**config.mk**
```make
export PLATFORM = sky130hd
export DESIGN_NAME = sum_accumulator
export DESIGN_NICKNAME = d
export VERILOG_FILES = /design/src/rtl/sum_acc_pkg.sv /design/src/rtl/sat_add.sv /design/src/rtl/sum_accumulator.sv
export SDC_FILE = /design/constraint.sdc
export NUM_CORES = 1
export LEC_CHECK = 0
export CORE_MARGIN = 3
export CORE_UTILIZATION = 40
export DETAILED_ROUTE_END_ITERATION = 7
export GPL_ROUTABILITY_DRIVEN = 0
export HOLD_SLACK_MARGIN = 0.12
export PLACE_DENSITY_LB_ADDON = 0.15
export SLEW_MARGIN = 20
export SYNTH_ARGS = -nofsm -noshare
export SYNTH_HDL_FRONTEND = slang
export SYNTH_SLANG_ARGS = --single-unit
```
**constraint.sdc**
```tcl
create_clock -name clk -period 2.4 [get_ports clk]
set_input_delay 0.24 -clock clk [delete_from_list [all_inputs] [get_ports clk]]
set_output_delay 0.24 -clock clk [all_outputs]
set_load 0.02 [all_outputs]
```
**src/rtl/sum_acc_pkg.sv**
```systemverilog
// Shared types, default parameters and helpers for the sum accumulator block.
package sum_acc_pkg;

  localparam int unsigned DEF_WIDTH     = 4;
  localparam int unsigned DEF_ACC_WIDTH = 12;
  localparam int unsigned DEF_COUNT     = 8;

  typedef enum logic [0:0] {
    ACCUM,
    HOLD
  } state_e;

  // Width of a counter that must reach COUNT inclusive.
  function automatic int unsigned cnt_width(input int unsigned count);
    return $clog2(count + 1);
  endfunction

endpackage

```
**src/rtl/sat_add.sv**
```systemverilog
// Combinational zero-extend and saturating add of an adder sum into the accumulator.
module sat_add #(
  parameter int unsigned WIDTH     = 4,
  parameter int unsigned ACC_WIDTH = 12
) (
  input  logic [ACC_WIDTH-1:0] acc,
  input  logic [WIDTH:0]       addend,
  output logic [ACC_WIDTH-1:0] result,
  output logic                 sat
);

  logic [ACC_WIDTH:0] full;

  assign full   = {1'b0, acc} + {{(ACC_WIDTH - WIDTH){1'b0}}, addend};
  assign sat    = full[ACC_WIDTH];
  assign result = sat ? {ACC_WIDTH{1'b1}} : full[ACC_WIDTH-1:0];

endmodule

```
**src/rtl/sum_accumulator.sv**
```systemverilog
// Accumulates COUNT adder sums per block and presents a saturating total over valid/ready.
module sum_accumulator
  import sum_acc_pkg::*;
#(
  parameter int unsigned WIDTH     = DEF_WIDTH,
  parameter int unsigned ACC_WIDTH = DEF_ACC_WIDTH,
  parameter int unsigned COUNT     = DEF_COUNT
) (
  input  logic                          clk,
  input  logic                          rst,
  input  logic                          clr,
  input  logic [WIDTH:0]                sum_in,
  input  logic                          sum_valid,
  output logic                          sum_ready,
  output logic [ACC_WIDTH-1:0]          acc_out,
  output logic                          acc_valid,
  input  logic                          acc_ready,
  output logic                          overflow,
  output logic [cnt_width(COUNT)-1:0]   sample_cnt
);

  localparam int unsigned    CW   = cnt_width(COUNT);
  localparam logic [CW-1:0]  LAST = CW'(COUNT - 1);

  state_e               state_q, state_d;
  logic [ACC_WIDTH-1:0] acc_q, acc_d;
  logic [ACC_WIDTH-1:0] out_q, out_d;
  logic                 sticky_q, sticky_d;
  logic                 ovf_q, ovf_d;
  logic [CW-1:0]        cnt_q, cnt_d;

  logic                 accept, take, last;
  logic [ACC_WIDTH-1:0] add_res;
  logic                 add_sat;

  sat_add #(
    .WIDTH    (WIDTH),
    .ACC_WIDTH(ACC_WIDTH)
  ) u_sat_add (
    .acc   (acc_q),
    .addend(sum_in),
    .result(add_res),
    .sat   (add_sat)
  );

  assign accept = sum_valid && sum_ready;
  assign take   = acc_valid && acc_ready;
  assign last   = (cnt_q == LAST);

  always_ff @(posedge clk) begin
    if (!rst) begin
      state_q <= ACCUM;
    end else begin
      state_q <= state_d;
    end
  end

  always_comb begin
    state_d = state_q;
    if (clr) begin
      state_d = ACCUM;
    end else begin
      unique case (state_q)
        ACCUM:   if (accept && last) state_d = HOLD;
        HOLD:    if (take) state_d = ACCUM;
        default: state_d = ACCUM;
      endcase
    end
  end

  // Handshake outputs depend on state only, keeping sum_ready free of input paths.
  always_comb begin
    sum_ready = (state_q == ACCUM);
    acc_valid = (state_q == HOLD);
  end

  always_comb begin
    acc_d    = acc_q;
    sticky_d = sticky_q;
    cnt_d    = cnt_q;
    out_d    = out_q;
    ovf_d    = ovf_q;
    if (clr) begin
      acc_d    = '0;
      sticky_d = 1'b0;
      cnt_d    = '0;
      ovf_d    = 1'b0;
    end else if (accept) begin
      if (last) begin
        out_d    = add_res;
        ovf_d    = sticky_q | add_sat;
        acc_d    = '0;
        sticky_d = 1'b0;
        cnt_d    = '0;
      end else begin
        acc_d    = add_res;
        sticky_d = sticky_q | add_sat;
        cnt_d    = cnt_q + CW'(1);
      end
    end
  end

  always_ff @(posedge clk) begin
    if (!rst) begin
      acc_q    <= '0;
      sticky_q <= 1'b0;
      cnt_q    <= '0;
      out_q    <= '0;
      ovf_q    <= 1'b0;
    end else begin
      acc_q    <= acc_d;
      sticky_q <= sticky_d;
      cnt_q    <= cnt_d;
      out_q    <= out_d;
      ovf_q    <= ovf_d;
    end
  end

  assign acc_out    = out_q;
  assign overflow   = ovf_q;
  assign sample_cnt = cnt_q;

endmodule

```
Word level (Yosys, flattened, before mapping)
Cells that the tools add are included.
{ "word_totals": {"word_cells": 26, "inputBits": 10, "out_inout_bits": 19, "register_bits": 31} }
{ "classes": {"n_reduce_logical": 6, "eq_ne": 1, "n_addsub": 2, "n_bitwise": 4, "muxes": 7} }
{ "ops": {"columns": ["cell", "n"], "rows": [
  ["two-way mux 12 bit", 2],
  ["adder 12 x 5 -> 13 bit", 1],
  ["adder 4 x 1 -> 4 bit (second input constant)", 1],
  ["equality test 4 x 3 -> 1 bit (second input constant)", 1],
  ["two-way mux 4 bit", 1],
  ["logical AND 1 bit", 3],
  ["two-way mux 1 bit", 3],
  ["inverter 1 bit", 3],
  ["AND reduction 3 bit", 1],
  ["one-hot mux 1 bit (2 select lines)", 1],
  ["AND reduction 2 bit", 1],
  ["OR reduction 2 bit", 1],
  ["bitwise OR 1 bit", 1]
]} }

Depth between registers and ports, before layout
Gate-level depths: netlist of run 1.
{ "depth": {"word_depth": 5, "depth_mapped": 8, "mapped_depth_nobuf": 7} }

Hierarchy
From an unflattened synthesis of run 1, not the netlist that was laid out.
{ "unflattened": {"hier_cells": 194, "hier_area_um2": 1622.8} }
{ "modules_own_cells": {"columns": ["module", "cells_per_inst", "instances", "seq_area_each_um2", "area_each_um2"], "rows": [
  ["sum_accumulator", 140, 1, 620.6, 1219.9],
  ["sat_add", 54, 1, 0.0, 402.9]
]} }

Worst setup path before layout of run 1
No wires, ideal clock.
{ "synth_path": {"path_type": "register to register", "from": "reg acc_q[0]", "to": "reg out_q[10] (netlist: acc_out[10])", "setup_ns": 0.126, "synth_period_minus_slack_ns": 1.956, "arrival_ns": 1.830, "stages_incl_launch_ff": 9, "setup_slack_ns": 0.444, "required_time_ns": 2.274, "n_path_buf": 1, "cell_sequence": "dfxtp_1 -> ha_1 -> fa_1 -> a21oi_1 -> o22ai_2 -> nor2b_1 -> buf_4 -> nor3_4 -> a21oi_1"} }
{ "synth_via": {"elab_chain_cells": 2} }
{ "synth_lines": {"columns": ["item", "line_no", "source"], "rows": [
  ["from (decl)", "sum_accumulator.sv:26", "logic [ACC_WIDTH-1:0] acc_q, acc_d;"],
  ["from (signal assigned)", "sum_accumulator.sv:105", "acc_q <= '0;"],
  ["from (signal assigned)", "sum_accumulator.sv:111", "acc_q <= acc_d;"],
  ["adder 12 x 5 -> 13 bit", "sat_add.sv:14", "assign full = {1'b0, acc} + {{(ACC_WIDTH - WIDTH){1'b0}}, addend};"],
  ["two-way mux 12 bit", "sat_add.sv:16", "assign result = sat ? {ACC_WIDTH{1'b1}} : full[ACC_WIDTH-1:0];"],
  ["to (signal assigned)", "sum_accumulator.sv:114", "out_q <= out_d;"],
  ["to (decl)", "sum_accumulator.sv:27", "logic [ACC_WIDTH-1:0] out_q, out_d;"]
]} }
Every way passes these cells.
A chain may end at the register's enable or synchronous reset.

Worst setup path in the final report of run 1
{ "layout_path": {"from": "in sum_in[4]", "to": "reg acc_q[2]"} }
{ "layout_via": {"elab_chain_cells": 3} }
{ "layout_lines": {"columns": ["item", "line_no", "source"], "rows": [
  ["from (decl)", "sum_accumulator.sv:12", "input logic [WIDTH:0] sum_in,"],
  ["adder 12 x 5 -> 13 bit", "sat_add.sv:14", null],
  ["two-way mux 12 bit", "sat_add.sv:16", null],
  ["two-way mux 12 bit", "sum_accumulator.sv:89", "if (last) begin"]
]} }
Every way passes these cells.

==> metrics.txt, run 1 <==
Layout area overhead=28.96%; die extent in x=approximately 70 µm; n_diodes=0; post-route setup TNS=0 ns; DRT iter0 DRCs=52; reg2reg end=acc_q[2]$_SDFFE_PP0P_; Synth warnings=0; H-tree depth=2; Via Count=about 1,400; gr usage total=a little under a fifth; metal3 WL=around 300 µm; # Post-CTS Setup Buffers=0; Initial Util=a little over two fifths; Post-synth EDFFs=0; power per cell area=roughly 500 nW/µm²; CTS tree=yes; register area share after synthesis=40.13%; commonest non-fill, non-tap cell in the layout=dfxtp_1; pin count of the biggest net entering global routing=15; Post-synth ARST share=0%; Worst R2R Start=acc_q[4]$_SDFFE_PP0P_; number of fill cells=roughly 320; CTS max path bufs=2; Top Metal Used=met4; Met2 Wirelength=about 1900 µm; final antenna-violating net count=0; fmax=between 400 and 500 MHz; outcome=finished clean; post-cts sizing count=0; Crit Path Max Fanout=9; wirelength, routed=around 3900 µm; Final Hold Fails=0; commonest cells after routing, fill and taps aside=dfxtp_1 (31), clkdlybuf4s50_1 (28), o21ai_0 (20), a21oi_1 (19), nand2_1 (17); Routed WL per cell=roughly 15 µm; I/O Pins=29; drt first pass iters=4; Num CTS Buffers=5; RSZ-0062 raised after global routing=false; final period utilization=between 80% and 90%; number of global-route vias before repair=1,448; reg2reg setup slack=about 0.34 ns; Die Area=4649 µm²; origin of the worst setup path=sum_in[4]; syn nets=between 150 and 200; startpoint class of the critical path=input port; met1 WL=1605 µm; CP endpoint kind=flop; Post-Syn Area=about 1500 µm²; Total Nets Final=232; number of synthesized register bits=31; CP Capture Point=acc_q[2]$_SDFFE_PP0P_; Least-Margin Pin Slew=between 0.6 and 0.7 ns; hpwl dp=between 2000 and 3000 µm; share of cells above drive strength 1=approximately an eighth; Final Max Slew Viols=0; clock-pin slew of the registers on the worst-case setup and hold paths=~0.07 ns; Max-Cap Viols=0; Rel. slew slack=a little under three fifths; Leak=0.7721 nW; Hold Path Class=flop to flop; crit path DAT=between 2 and 2.5 ns; Clock Skew=slightly below 0.01 ns; final setup vio count=0; fin crit period=about 2.1 ns; Most used DFF post-synth=dfxtp_1; global-route wire length before repair=approximately 6300 µm; cts hold-fix bufs=0; DRC=0; Worst R2R Path Depth=6; post-route cell area=approximately 2000 µm²; Core Area=around 3500 µm²; row cnt=21; Min Hold Slack=between 0.4 and 0.5 ns; count of cell types in the netlist=38; Chip Height=roughly 70 µm; CTS root buf=clkbuf_8; Area after DPL=1911 µm²; port bufs=28; initial antenna violation count=0; TritonCTS sink count=31; syn avg cell area=between 8 and 9 µm²; worst path required time=about 2.6 ns; cell count after synthesis=around 180; Peak VDD IR=0.0003954 V; vias per cell=5.447; worst skew pair latency=~0.29 ns; GRT overflow=0; WS Path Type=input port to flop
[routing by layer]
layer | track usage, % | up-vias
li1 | - | 711
met1 | 21.77 | 666
met5 | 0 | -
met2 | 30.81 | 43
met3 | 5.255 | 7
met4 | 7.692 | 0
[worst min-delay path by stage]
stage,start,to,slack [ns],cells after the start
2_1_floorplan,rst,acc_out[6]$_SDFFE_PN0P_,0.39,1
3_3_place_gp,acc_q[0]$_SDFFE_PP0P_,acc_q[0]$_SDFFE_PP0P_,0.45,2
3_5_place_dp,acc_q[3]$_SDFFE_PP0P_,acc_q[3]$_SDFFE_PP0P_,0.46,2
4_1_cts,acc_q[3]$_SDFFE_PP0P_,acc_q[3]$_SDFFE_PP0P_,0.47,2
5_1_grt,acc_q[2]$_SDFFE_PP0P_,acc_q[2]$_SDFFE_PP0P_,0.50,2
6_report,acc_q[3]$_SDFFE_PP0P_,acc_q[3]$_SDFFE_PP0P_,0.47,2
[critical path, cell delays in order]
cell	delay (ns)
clkdlybuf4s50_1	0.40
ha_1	0.39
a21oi_2	0.13
o22ai_2	0.21
nor2b_1	0.57
o21ai_0	0.21
a21oi_1	0.18
[state kept, by name, summed over array words and instances, names as in the netlist]
signal      count
acc_q          12
sample_cnt      4
acc_valid       1
sticky_q        1
acc_out        12
overflow        1
[cell type report]
cell class	instances	area, µm²	share of cell area (%)
well taps	46	57.56	2.886
flip-flops and latches	31	620.6	31.12
multi-input cells	136	869.6	43.60
clock buffers	5	68.82	3.450
clock inverters	3	15.01	0.7528
repair buffers	37	347.8	17.44
inverters	4	15.01	0.7528
[power breakdown]
group / internal (W) / switching [W] / total [W]
Combinational: 0.0000450 / 0.0000577 / 0.000103
Sequential: 0.000519 / 0.00000410 / 0.000523
Clock: 0.000198 / 0.000197 / 0.000395
Total: 0.000762 / 0.000259 / 0.00102
[synth_stat cells (2+ instances only)]
| library cell | number | share of area [%] |
|---|---|---|
| dfxtp_1 | 31 | 40 |
| xor2_1 | 8 | 4.5 |
| clkbuf_1 | 2 | 0.49 |
| inv_1 | 4 | 0.97 |
| nand3_1 | 7 | 2.3 |
| o21bai_1 | 2 | 0.97 |
| o22ai_1 | 2 | 0.81 |
| nor2_1 | 11 | 2.7 |
| nand2_1 | 17 | 4.1 |
| nand2_2 | 2 | 0.81 |
| a21oi_1 | 19 | 6.1 |
| a22oi_1 | 2 | 0.97 |
| a21o_1 | 4 | 1.9 |
| nor3_1 | 5 | 1.6 |
| nand4_1 | 5 | 2.0 |
| o21ai_0 | 20 | 6.5 |
| clkbuf_2 | 2 | 0.65 |
| ha_1 | 6 | 4.9 |
| o221a_2 | 3 | 2.2 |
| xnor2_1 | 2 | 1.1 |
| nor2b_1 | 3 | 1.2 |
| nand2b_1 | 3 | 1.2 |
| a22o_1 | 3 | 1.7 |
[cells by family after synthesis]
kind of cell / share of synthesized area (%)
AOI/OAI and AO/OA: 25.16
and+or+nand+nor: 19.26
DFF: 40.13
buffers and inverters: 3.641
xor gates and xnor gates: 5.664
adders and majority gates: 6.149
[per-stage QoR]
stage	std cells	setup slack, ns	power, W	util (%)
finish	262	0.2788	0.001021	56.65
global route	262	0.1418	0.001064	56.65
CTS	262	0.2664	0.001029	56.65
detailed placement	254	-0.02990	0.0006364	54.26
global placement	254	0.07192	0.0006322	54.26
floorplan	178	0.4441	0.0005951	-
Power figures use the tool's default switching activity.
==> run 2: changes to the inputs <==
--- a/config.mk
+++ b/config.mk
@@ -15,3 +15,4 @@
 export SYNTH_ARGS = -nofsm -noshare
 export SYNTH_HDL_FRONTEND = slang
 export SYNTH_SLANG_ARGS = --single-unit
+export TNS_END_PERCENT = 20
==> results of run 2 <==
The final DEF is identical to that of run 1; final timing and power are the same.
==> run 3: changes to the inputs <==
--- a/config.mk
+++ b/config.mk
@@ -9,8 +9,8 @@
 export CORE_UTILIZATION = 40
 export DETAILED_ROUTE_END_ITERATION = 7
 export GPL_ROUTABILITY_DRIVEN = 0
-export HOLD_SLACK_MARGIN = 0.12
-export PLACE_DENSITY_LB_ADDON = 0.15
+export HOLD_SLACK_MARGIN = 0.06
+export SETUP_SLACK_MARGIN = 0.4
 export SLEW_MARGIN = 20
 export SYNTH_ARGS = -nofsm -noshare
 export SYNTH_HDL_FRONTEND = slang
==> run 3 against run 2 <==
Net effect: core utilization up 0.64 points; clock power is 3% higher; combinational power barely moved; sequential power about the same; register-to-register slack better by 0.12 ns; critical path type unchanged; largest cell class unchanged.
==> metrics.txt, run 3 (synthesis results as in run 1) <==
H-tree depth=2; fmax=between 500 and 600 MHz; Leak=about 0.8 nW; DRC=0; startpoint class of the critical path=input port; final std cells w/o fill=262; die extent in x=slightly below 70 µm; hpwl dp=2878 µm; fin crit period=1.981 ns; Max-Cap Viols=0; worst skew pair latency=~0.28 ns; post-route cell area=about 2000 µm²; Initial Util=between 40 and 50%; Core Area=between 3000 and 4000 µm²; CP endpoint kind=flop; final period utilization=between 80% and 90%; Crit Path Max Fanout=5; area of the multi-input gates=just under 900 µm²; DRT iter0 DRCs=67; CTS root buf=clkbuf_8; power per cell area=between 500 and 600 nW/µm²; row cnt=21; RSZ-0062 raised after global routing=true; Clock Skew=~0.0073 ns; Min Hold Slack=about 0.46 ns; Num CTS Buffers=5; Worst R2R Start=acc_q[4]$_SDFFE_PP0P_; I/O Pins=29; Routed WL per cell=between 10 and 15 µm; Final Max Slew Viols=0; global-route wire length before repair=about 6400 µm; n_diodes=0; hold_sp=acc_q[0]$_SDFFE_PP0P_; final setup vio count=0; Rel. slew slack=between 60% and 70%; clock-pin slew of the registers on the worst-case setup and hold paths=~0.06 ns; outcome=finished clean; origin of the worst setup path=sum_in[4]; commonest cells after routing, fill and taps aside=dfxtp_1 (31), clkdlybuf4s50_1 (28), o21ai_0 (20), a21oi_1 (18), nand2_1 (17); CTS max path bufs=2; cts hold-fix bufs=0; pin count of the biggest net entering global routing=15; number of fill cells=340; Least-Margin Pin Slew=0.5339 ns; Top delay family on crit path=compound AO/OA/AOI/OAI gates; gr usage total=a little under a fifth; Final WS setup=approximately 0.42 ns; vias per cell=between 5 and 6; CTS tree=yes; final antenna-violating net count=0; crit path DAT=roughly 2.2 ns; GRT overflow=0; WS Path Type=input port to flop; Hold Path Class=flop to flop; Final Hold Fails=0; Area after DPL=approximately 1900 µm²; worst path required time=between 2 and 3 ns; Total Nets Final=~230; Final Util=between 50% and 60%; Layout area overhead=30.42%; wirelength, routed=3737 µm; TritonCTS sink count=31; initial antenna violation count=0; slowest stage delay, CP=0.42 ns; DP Worst Slack=-0.04201 ns; placed insts=254; share of cells above drive strength 1=13.43%; Chip Height=68.18 µm; cells along the critical path=clkdlybuf4s50_1 > ha_1 > nand2_2 > o311ai_4 > nand4_1 > a21o_1 > a22o_1; commonest non-fill, non-tap cell in the layout=dfxtp_1; Die Area=4649 µm²; drt first pass iters=4; Sequential cell area=just over 600 µm²; Peak VDD IR=a little over 0.0003 V; Crit path buffers/inverters=1; number of global-route vias before repair=about 1,400; port bufs=28; Via Count=~1,400; slowest cell on the critical path=ha_1
==> run 3: cell types whose count changed in the layout (fill, tap and decap cells not counted), sizes merged <==
cell	delta
clkbuf	+1
buf	+1
clkinv	-2
==> run 3: layer usage <==
| metal | part of all wire, % | wire (µm) | track usage (%) | vias to the layer above |
|---|---|---|---|---|
| li1 | - | - | - | 716 |
| met4 | 1.7 | 63 | 8.933 | 0 |
| met3 | 4.5 | 169 | 3.612 | 7 |
| met2 | 48 | 1779 | 30.45 | 30 |
| met1 | 46 | 1724 | 23.19 | 661 |
| met5 | 0 | 0 | 0 | - |
==> run 3: worst register-to-register path, delay by kind of cell, from the launching register on <==
kind | cells | cell delay, ns
AOI/OAI and AO/OA | 3 | 0.77
and+or+nand+nor | 2 | 0.32
DFF | 1 | 0.32
adders and majority gates | 1 | 0.41
==> run 3: cell type report <==
| cell class | instances | share of cell area (%) |
|---|---|---|
| clock buffers | 6 | 4.094 |
| clock inverters | 1 | 0.2481 |
| inverters | 4 | 0.7444 |
| multi-input cells | 136 | 43.67 |
| flip-flops and latches | 31 | 30.77 |
| well taps | 46 | 2.854 |
| repair buffers | 38 | 17.62 |
==> run 3: worst paths after layout <==
| check | depth (start not counted) | slack [ns] | endpoint |
|---|---|---|---|
| hold reg to reg | 2 | 0.46 | acc_q[0]$_SDFFE_PP0P_ |
| hold / removal | 2 | 0.46 | acc_q[0]$_SDFFE_PP0P_ |
| setup / recovery | 7 | 0.42 | acc_q[9]$_SDFFE_PP0P_ |
| setup reg to reg | 6 | 0.46 | acc_q[9]$_SDFFE_PP0P_ |
==> run 3: where the power goes <==
group          switching [W]  leakage, nW  total [W]  internal (W)
registers         0.00000390        0.250   0.000523      0.000519
clock network       0.000182       0.0470   0.000406      0.000224
logic              0.0000569        0.480   0.000103     0.0000461
total               0.000243        0.777    0.00103      0.000790
==> run 3: per-stage QoR <==
step,setup TNS (ns),total power [W]
5_1_grt,0,0.001075
3_5_place_dp,-0.1153,0.0006360
6_report,0,0.001032
4_1_cts,0,0.001040
2_1_floorplan,0,0.0005951
3_3_place_gp,0,0.0006346
==> run 3: repair_timing <==
| action | 4_1_cts | 5_1_grt |
|---|---|---|
| gates resized for setup | 2 | 1 |
| pin swaps | 1 | 1 |
| endpoints found under the setup margin | 18 | 17 |
| buffers inserted | 0 | 1 |
| endpoints found under the hold margin | 0 | 0 |
